==> config.mk <==
export PLATFORM = sky130hd
export DESIGN_NAME = vsync_detect
export DESIGN_NICKNAME = d
export VERILOG_FILES = /design/src/rtl/vsync_detect.sv
export SDC_FILE = /design/constraint.sdc
export NUM_CORES = 1
export LEC_CHECK = 0
export CAP_MARGIN = 30
export CORE_AREA = 2 2 152 154
export DETAILED_ROUTE_END_ITERATION = 10
export DIE_AREA = 0 0 154 156
export MAX_ROUTING_LAYER = met4
export SYNTH_ARGS = -nofsm -noshare
export SYNTH_HDL_FRONTEND = slang
export SYNTH_SLANG_ARGS = --single-unit
export TNS_END_PERCENT = 20
==> constraint.sdc <==
create_clock -name i_clk -period 2.25 [get_ports i_clk]
set_input_delay 0.3375 -clock i_clk [delete_from_list [all_inputs] [get_ports i_clk]]
set_output_delay 0.3375 -clock i_clk [all_outputs]
set_load 0.01 [all_outputs]
==> src/rtl/vsync_detect.sv <==
`default_nettype none
// ============================================================================
// Module      : vsync_detect
// Description : Vertical timing recovery. Samples active-low vsync and
//               data-enable once per line strobe, recovers the active-line
//               index, measures sync/back-porch/active/front-porch line counts
//               per frame and declares lock once consecutive frames match.
// Revision    : 1.0 - initial release
// ============================================================================
module vsync_detect #(
    parameter int LOCK_FRAMES = 2
) (
    input  logic       i_clk,
    input  logic       i_rst_n,
    input  logic       i_line_stb,
    input  logic       i_vsync,
    input  logic       i_vde,
    output logic [8:0] o_y,
    output logic       o_vde,
    output logic       o_frame_stb,
    output logic       o_err,
    output logic       o_locked,
    output logic [9:0] o_vsync_len,
    output logic [9:0] o_vbp,
    output logic [9:0] o_vactive,
    output logic [9:0] o_vfp
);

    typedef enum logic [2:0] {
        S_HUNT   = 3'd0,
        S_SYNC   = 3'd1,
        S_BP     = 3'd2,
        S_ACTIVE = 3'd3,
        S_FP     = 3'd4
    } state_t;

    localparam logic [2:0] c_lock = 3'(LOCK_FRAMES);
    localparam logic [9:0] c_max  = 10'd1023;

    state_t     state_q, state_d;
    logic       prev_vs_q, prev_vs_d;
    logic [9:0] sync_q, sync_d;
    logic [9:0] bp_q, bp_d;
    logic [9:0] act_q, act_d;
    logic [9:0] fp_q, fp_d;
    logic [2:0] match_q, match_d;
    logic [8:0] y_q, y_d;
    logic       vde_q, vde_d;
    logic       frame_stb_q, frame_stb_d;
    logic       err_q, err_d;
    logic       locked_q, locked_d;
    logic [9:0] meas_sync_q, meas_sync_d;
    logic [9:0] meas_bp_q, meas_bp_d;
    logic [9:0] meas_act_q, meas_act_d;
    logic [9:0] meas_fp_q, meas_fp_d;

    logic       w_fall;
    logic       w_err;
    logic       w_frame_end;
    logic [9:0] w_fp_end;
    logic       w_same;

    // Next-state logic: all decisions are taken only on line-strobe cycles
    always_comb begin
        state_d     = state_q;
        prev_vs_d   = prev_vs_q;
        sync_d      = sync_q;
        bp_d        = bp_q;
        act_d       = act_q;
        fp_d        = fp_q;
        match_d     = match_q;
        y_d         = y_q;
        vde_d       = vde_q;
        frame_stb_d = 1'b0;
        err_d       = 1'b0;
        locked_d    = locked_q;
        meas_sync_d = meas_sync_q;
        meas_bp_d   = meas_bp_q;
        meas_act_d  = meas_act_q;
        meas_fp_d   = meas_fp_q;
        w_fall      = prev_vs_q & ~i_vsync;
        w_err       = 1'b0;
        w_frame_end = 1'b0;
        w_fp_end    = fp_q;
        w_same      = 1'b0;

        if (i_line_stb) begin
            prev_vs_d = i_vsync;
            vde_d     = 1'b0;

            case (state_q)
                S_HUNT: begin
                    if (w_fall) begin
                        state_d     = S_SYNC;
                        sync_d      = 10'd1;
                        frame_stb_d = 1'b1;
                    end
                end
                S_SYNC: begin
                    if ((i_vde & ~i_vsync) | w_fall) begin
                        w_err = 1'b1;
                    end else if (!i_vsync) begin
                        if (sync_q == c_max) w_err = 1'b1;
                        else                 sync_d = sync_q + 10'd1;
                    end else if (!i_vde) begin
                        state_d = S_BP;
                        bp_d    = 10'd1;
                    end else begin
                        state_d = S_ACTIVE;
                        bp_d    = 10'd0;
                        act_d   = 10'd1;
                        vde_d   = 1'b1;
                        y_d     = 9'd0;
                    end
                end
                S_BP: begin
                    if ((i_vde & ~i_vsync) | w_fall) begin
                        w_err = 1'b1;
                    end else if (i_vde) begin
                        state_d = S_ACTIVE;
                        act_d   = 10'd1;
                        vde_d   = 1'b1;
                        y_d     = 9'd0;
                    end else if (bp_q == c_max) begin
                        w_err = 1'b1;
                    end else begin
                        bp_d = bp_q + 10'd1;
                    end
                end
                S_ACTIVE: begin
                    if (i_vde & ~i_vsync) begin
                        w_err = 1'b1;
                    end else if (i_vde) begin
                        if (act_q == c_max) begin
                            w_err = 1'b1;
                        end else begin
                            act_d = act_q + 10'd1;
                            vde_d = 1'b1;
                            // Index of this line is the count before increment
                            y_d   = act_q[8:0];
                        end
                    end else if (i_vsync) begin
                        state_d = S_FP;
                        fp_d    = 10'd1;
                    end else if (w_fall) begin
                        w_frame_end = 1'b1;
                        w_fp_end    = 10'd0;
                    end
                end
                S_FP: begin
                    if (i_vde) begin
                        w_err = 1'b1;
                    end else if (i_vsync) begin
                        if (fp_q == c_max) w_err = 1'b1;
                        else               fp_d = fp_q + 10'd1;
                    end else if (w_fall) begin
                        w_frame_end = 1'b1;
                        w_fp_end    = fp_q;
                    end
                end
                default: begin
                    state_d = S_HUNT;
                end
            endcase

            if (w_frame_end) begin
                w_same      = (sync_q == meas_sync_q) && (bp_q == meas_bp_q) &&
                              (act_q == meas_act_q) && (w_fp_end == meas_fp_q);
                meas_sync_d = sync_q;
                meas_bp_d   = bp_q;
                meas_act_d  = act_q;
                meas_fp_d   = w_fp_end;
                // A zero match count marks the first frame since leaving HUNT
                if (match_q == 3'd0 || !w_same) match_d = 3'd1;
                else if (match_q == c_lock)     match_d = c_lock;
                else                            match_d = match_q + 3'd1;
                locked_d    = (match_d == c_lock);
                state_d     = S_SYNC;
                sync_d      = 10'd1;
                frame_stb_d = 1'b1;
            end

            if (w_err) begin
                state_d  = S_HUNT;
                err_d    = 1'b1;
                match_d  = 3'd0;
                locked_d = 1'b0;
                vde_d    = 1'b0;
            end
        end
    end

    // State and output registers with synchronous active-low reset
    always_ff @(posedge i_clk) begin
        if (!i_rst_n) begin
            state_q     <= S_HUNT;
            prev_vs_q   <= 1'b1;
            sync_q      <= 10'd0;
            bp_q        <= 10'd0;
            act_q       <= 10'd0;
            fp_q        <= 10'd0;
            match_q     <= 3'd0;
            y_q         <= 9'd0;
            vde_q       <= 1'b0;
            frame_stb_q <= 1'b0;
            err_q       <= 1'b0;
            locked_q    <= 1'b0;
            meas_sync_q <= 10'd0;
            meas_bp_q   <= 10'd0;
            meas_act_q  <= 10'd0;
            meas_fp_q   <= 10'd0;
        end else begin
            state_q     <= state_d;
            prev_vs_q   <= prev_vs_d;
            sync_q      <= sync_d;
            bp_q        <= bp_d;
            act_q       <= act_d;
            fp_q        <= fp_d;
            match_q     <= match_d;
            y_q         <= y_d;
            vde_q       <= vde_d;
            frame_stb_q <= frame_stb_d;
            err_q       <= err_d;
            locked_q    <= locked_d;
            meas_sync_q <= meas_sync_d;
            meas_bp_q   <= meas_bp_d;
            meas_act_q  <= meas_act_d;
            meas_fp_q   <= meas_fp_d;
        end
    end

    assign o_y         = y_q;
    assign o_vde       = vde_q;
    assign o_frame_stb = frame_stb_q;
    assign o_err       = err_q;
    assign o_locked    = locked_q;
    assign o_vsync_len = meas_sync_q;
    assign o_vbp       = meas_bp_q;
    assign o_vactive   = meas_act_q;
    assign o_vfp       = meas_fp_q;

endmodule
`default_nettype wire

==> flow_summary.toml <==
[status]
outcome = "completed"

[critical_path]
cpMaxStageDelayCell = "clkdlybuf4s50_1"
worstReg2RegEnd = "state_q[1]$_SDFFE_PN0P_"
arrival_ns = 2.42
cp.depth = 7
critPathCaptureType = "flop"
required_ns = 2.51
critPathKind = "in -> reg"
rrSetupSlack_ns = 0.10
crit_chain = "clkdlybuf4s50_1 -> nand4bb_4 -> or4_1 -> a2111oi_0 -> and4_2 -> nand3_1 -> a22o_1"
rr_worst_depth = 7
worstPathMaxFanout = 4
crit_family = "simple AND/OR/NAND/NOR gates"
critPathBufInv = 1
max_stage_delay_ns = 0.46
r2r_start = "state_q[2]$_SDFFE_PN0P_"
start_kind = "primary input"

[synth]
yosys.area_share.xor_xnor_pct = 10.3
synth_top_family_by_area = "simple AND/OR/NAND/NOR gates"
syn-num-nets = 661
synth.distinct_cells = 65
netlist_area_sq_um = 5090
synthAdderAreaFrac_pct = 1.72
muxShareOfSynthArea_pct = 0.590
netlist.area_leader.share_pct = 39.4
synthTopCellsByArea = "dfxtp_1, nand2_1, xnor2_1, a21oi_1, nor2_1"
synth_ff_type = "dfxtp_1"
async_flop_share_pct = 0
ys_seq_area_share_pct = 39.4
synth-edff-count = 0
synth-simple-area-share_pct = 27.1
synth.avg_cell_area_sq_um = 7.84
synth_area_leader_cell = "dfxtp_1"
ys_ff_latch = 100
synth_cells = 649
synth_compound_area_share_pct = 16.2
yosysWarnings = 0

[floorplan]
row_count = 55
core-area_sq_um = 22400
initial_utilization_pct = 22.7
die_height_um = 156
io_pins = 58
die_width_um = 154
die_area_sq_um = 24000

[pwr]
p_total_mw = 4.39
leakage_nw = 2.36
powerDensity_nw_per_um2 = 639
ir_drop_mv = 0.423

[finish]
layout_common_cells = "nand2_1, dfxtp_1, buf_4"
utilization_pct = 30.7
antenna_cells = 0
stdcell_area_sq_um = 6860
drive_gt1_share_pct = 16.0
fillerInstances = 2392
synthToLayoutAreaGrowth_pct = 34.9
final_common_cell = "nand2_1"
nets = 776

[clock_network]
cts-root-buf = "clkbuf_16"
path_clk_slew_ns = 0.08
cts_buffers = 9
cts_setup_buffers = 0
clk_latency_ns = 0.36
cts_tree = "done"
htree_num_levels = 3
cts_buffer_depth = 2
numClockSinks = 100

[routing]
antenna_left = 0
totalWireLength_um = 14500
drt_iter0_markers = 280
viasPerCell = 4.62
routedWlPerCell_um = 13.8
route.detailed.drc = 0
first_pass_iters = 5
vias = 4872

[sta]
worst_pin_slew_ns = 0.595
fin_crit_ns = 2.16
slew_headroom_pct = 60.2
max_freq_mhz = 464
skew_ns = 0.00898
rsz0062_at_grt = "no"
slew_violations = 0
fin_crit_sh_pct = 95.8
setup_viol = 0
hold_violations = 0

[placed_design]
dp_hpwl_um = 10900
gp_congestion = 0.834
port_buffers = 57
placed_area_sq_um = 6540

[min_path]
hold_end = "o_frame_stb$_SDFF_PN0_"
min_delay_path_depth = 3
hp-start = "i_vsync"
hold_class = "in -> reg"

[global_routing]
antenna_found_initial = 0
grt_overflow = 0
grt_start_max_net_pins = 46
grt_use_total_pct = 12.8
grt_pass1_vias = 4527
grt_pass1_wl_um = 23800

[job]
cap_violations = 0
==> per-layer routing <==
| metal | part of all wire, % | GRT usage (%) | vias to the layer above |
|---|---|---|---|
| met4 | 1.1 | 3.07 | 0 |
| met5 | 0 | - | - |
| met1 | 51 | 17.2 | 2289 |
| met2 | 44 | 19.4 | 90 |
| li1 | - | - | 2483 |
| met3 | 3.8 | 2.86 | 10 |
==> where the power goes <==
part / total (mW) / switching (mW) / internal, mW
Combinational: 1.01 / 0.553 / 0.458
Sequential: 1.83 / 0.0201 / 1.81
Clock: 1.55 / 0.769 / 0.780
==> worst register-to-register path, stage by stage (launching register included) <==
cell and delay [ns]:
dfxtp_1 0.33, or3b_1 0.43, nor4_1 0.31, buf_4 0.18
a211oi_2 0.10, o21ai_1 0.30, o31ai_1 0.13, o31a_1 0.28
==> final cells by class <==
class                      count  area [sq um]  area share [%]
clock buffer                   9           225            3.28
clock inverter                 7          66.3           0.966
inverter                      15          56.3           0.820
multi-input combinational    490          2880            41.9
sequential                   100          2000            29.2
tap                          285           357            5.20
timing repair buffer         148          1280            18.7
==> sequential cells by signal (all words and copies together), names as in the netlist <==
name,cells
o_locked,1
fp_q,10
o_y,9
match_q,3
sync_q,10
o_frame_stb,1
state_q,3
prev_vs_q,1
o_vactive,10
act_q,10
bp_q,10
o_vde,1
o_vfp,10
o_vsync_len,10
o_vbp,10
o_err,1
==> what timing repair did <==
action	CTS	global route
resized for setup	0	6
hold buffers	0	0
setup endpoints to repair	0	9
==> kinds of logic after synthesis <==
| logic type | after synthesis |
|---|---|
| and+or+nand+nor | 285 |
| AOI/OAI and AO/OA | 135 |
| DFF | 100 |
| xor gates and xnor gates | 60 |
| buffers and inverters | 59 |
| adders and majority gates | 7 |
| muxes | 3 |
==> worst max path at each step <==
stage / start / endpoint
final: i_vde / match_q[0]$_SDFFE_PN0P_
after detailed placement: i_vsync / match_q[0]$_SDFFE_PN0P_
after floorplan: i_line_stb / act_q[2]$_SDFFE_PN0P_
after global routing: state_q[1]$_SDFFE_PN0P_ / act_q[6]$_SDFFE_PN0P_
after global placement: i_vsync / match_q[0]$_SDFFE_PN0P_
after CTS: i_vsync / match_q[0]$_SDFFE_PN0P_
==> synth_stat cells (all sizes together) (6+ instances only) <==
cell type,count
a21oi,75
and3,8
buf,10
clkbuf,34
dfxtp,100
ha,7
inv,15
nand2,117
nand2b,10
nand3,29
nand4,19
nor2,52
nor2b,6
nor3,9
o21ai,16
xnor2,50
xor2,10
==> metrics by stage <==
step	TNS (ns)	hold WS [ns]	worst slack, ns	std cells
floorplan	0	0.470	0.229	649
global placement	-7.54	0.446	-0.325	1038
detailed placement	-9.05	0.449	-0.362	1038
CTS	0	0.459	0.0146	1054
global route	0	0.457	0.0106	1054
finish	0	0.425	0.0939	1054
No activity file was read; power rests on OpenSTA's default activity.
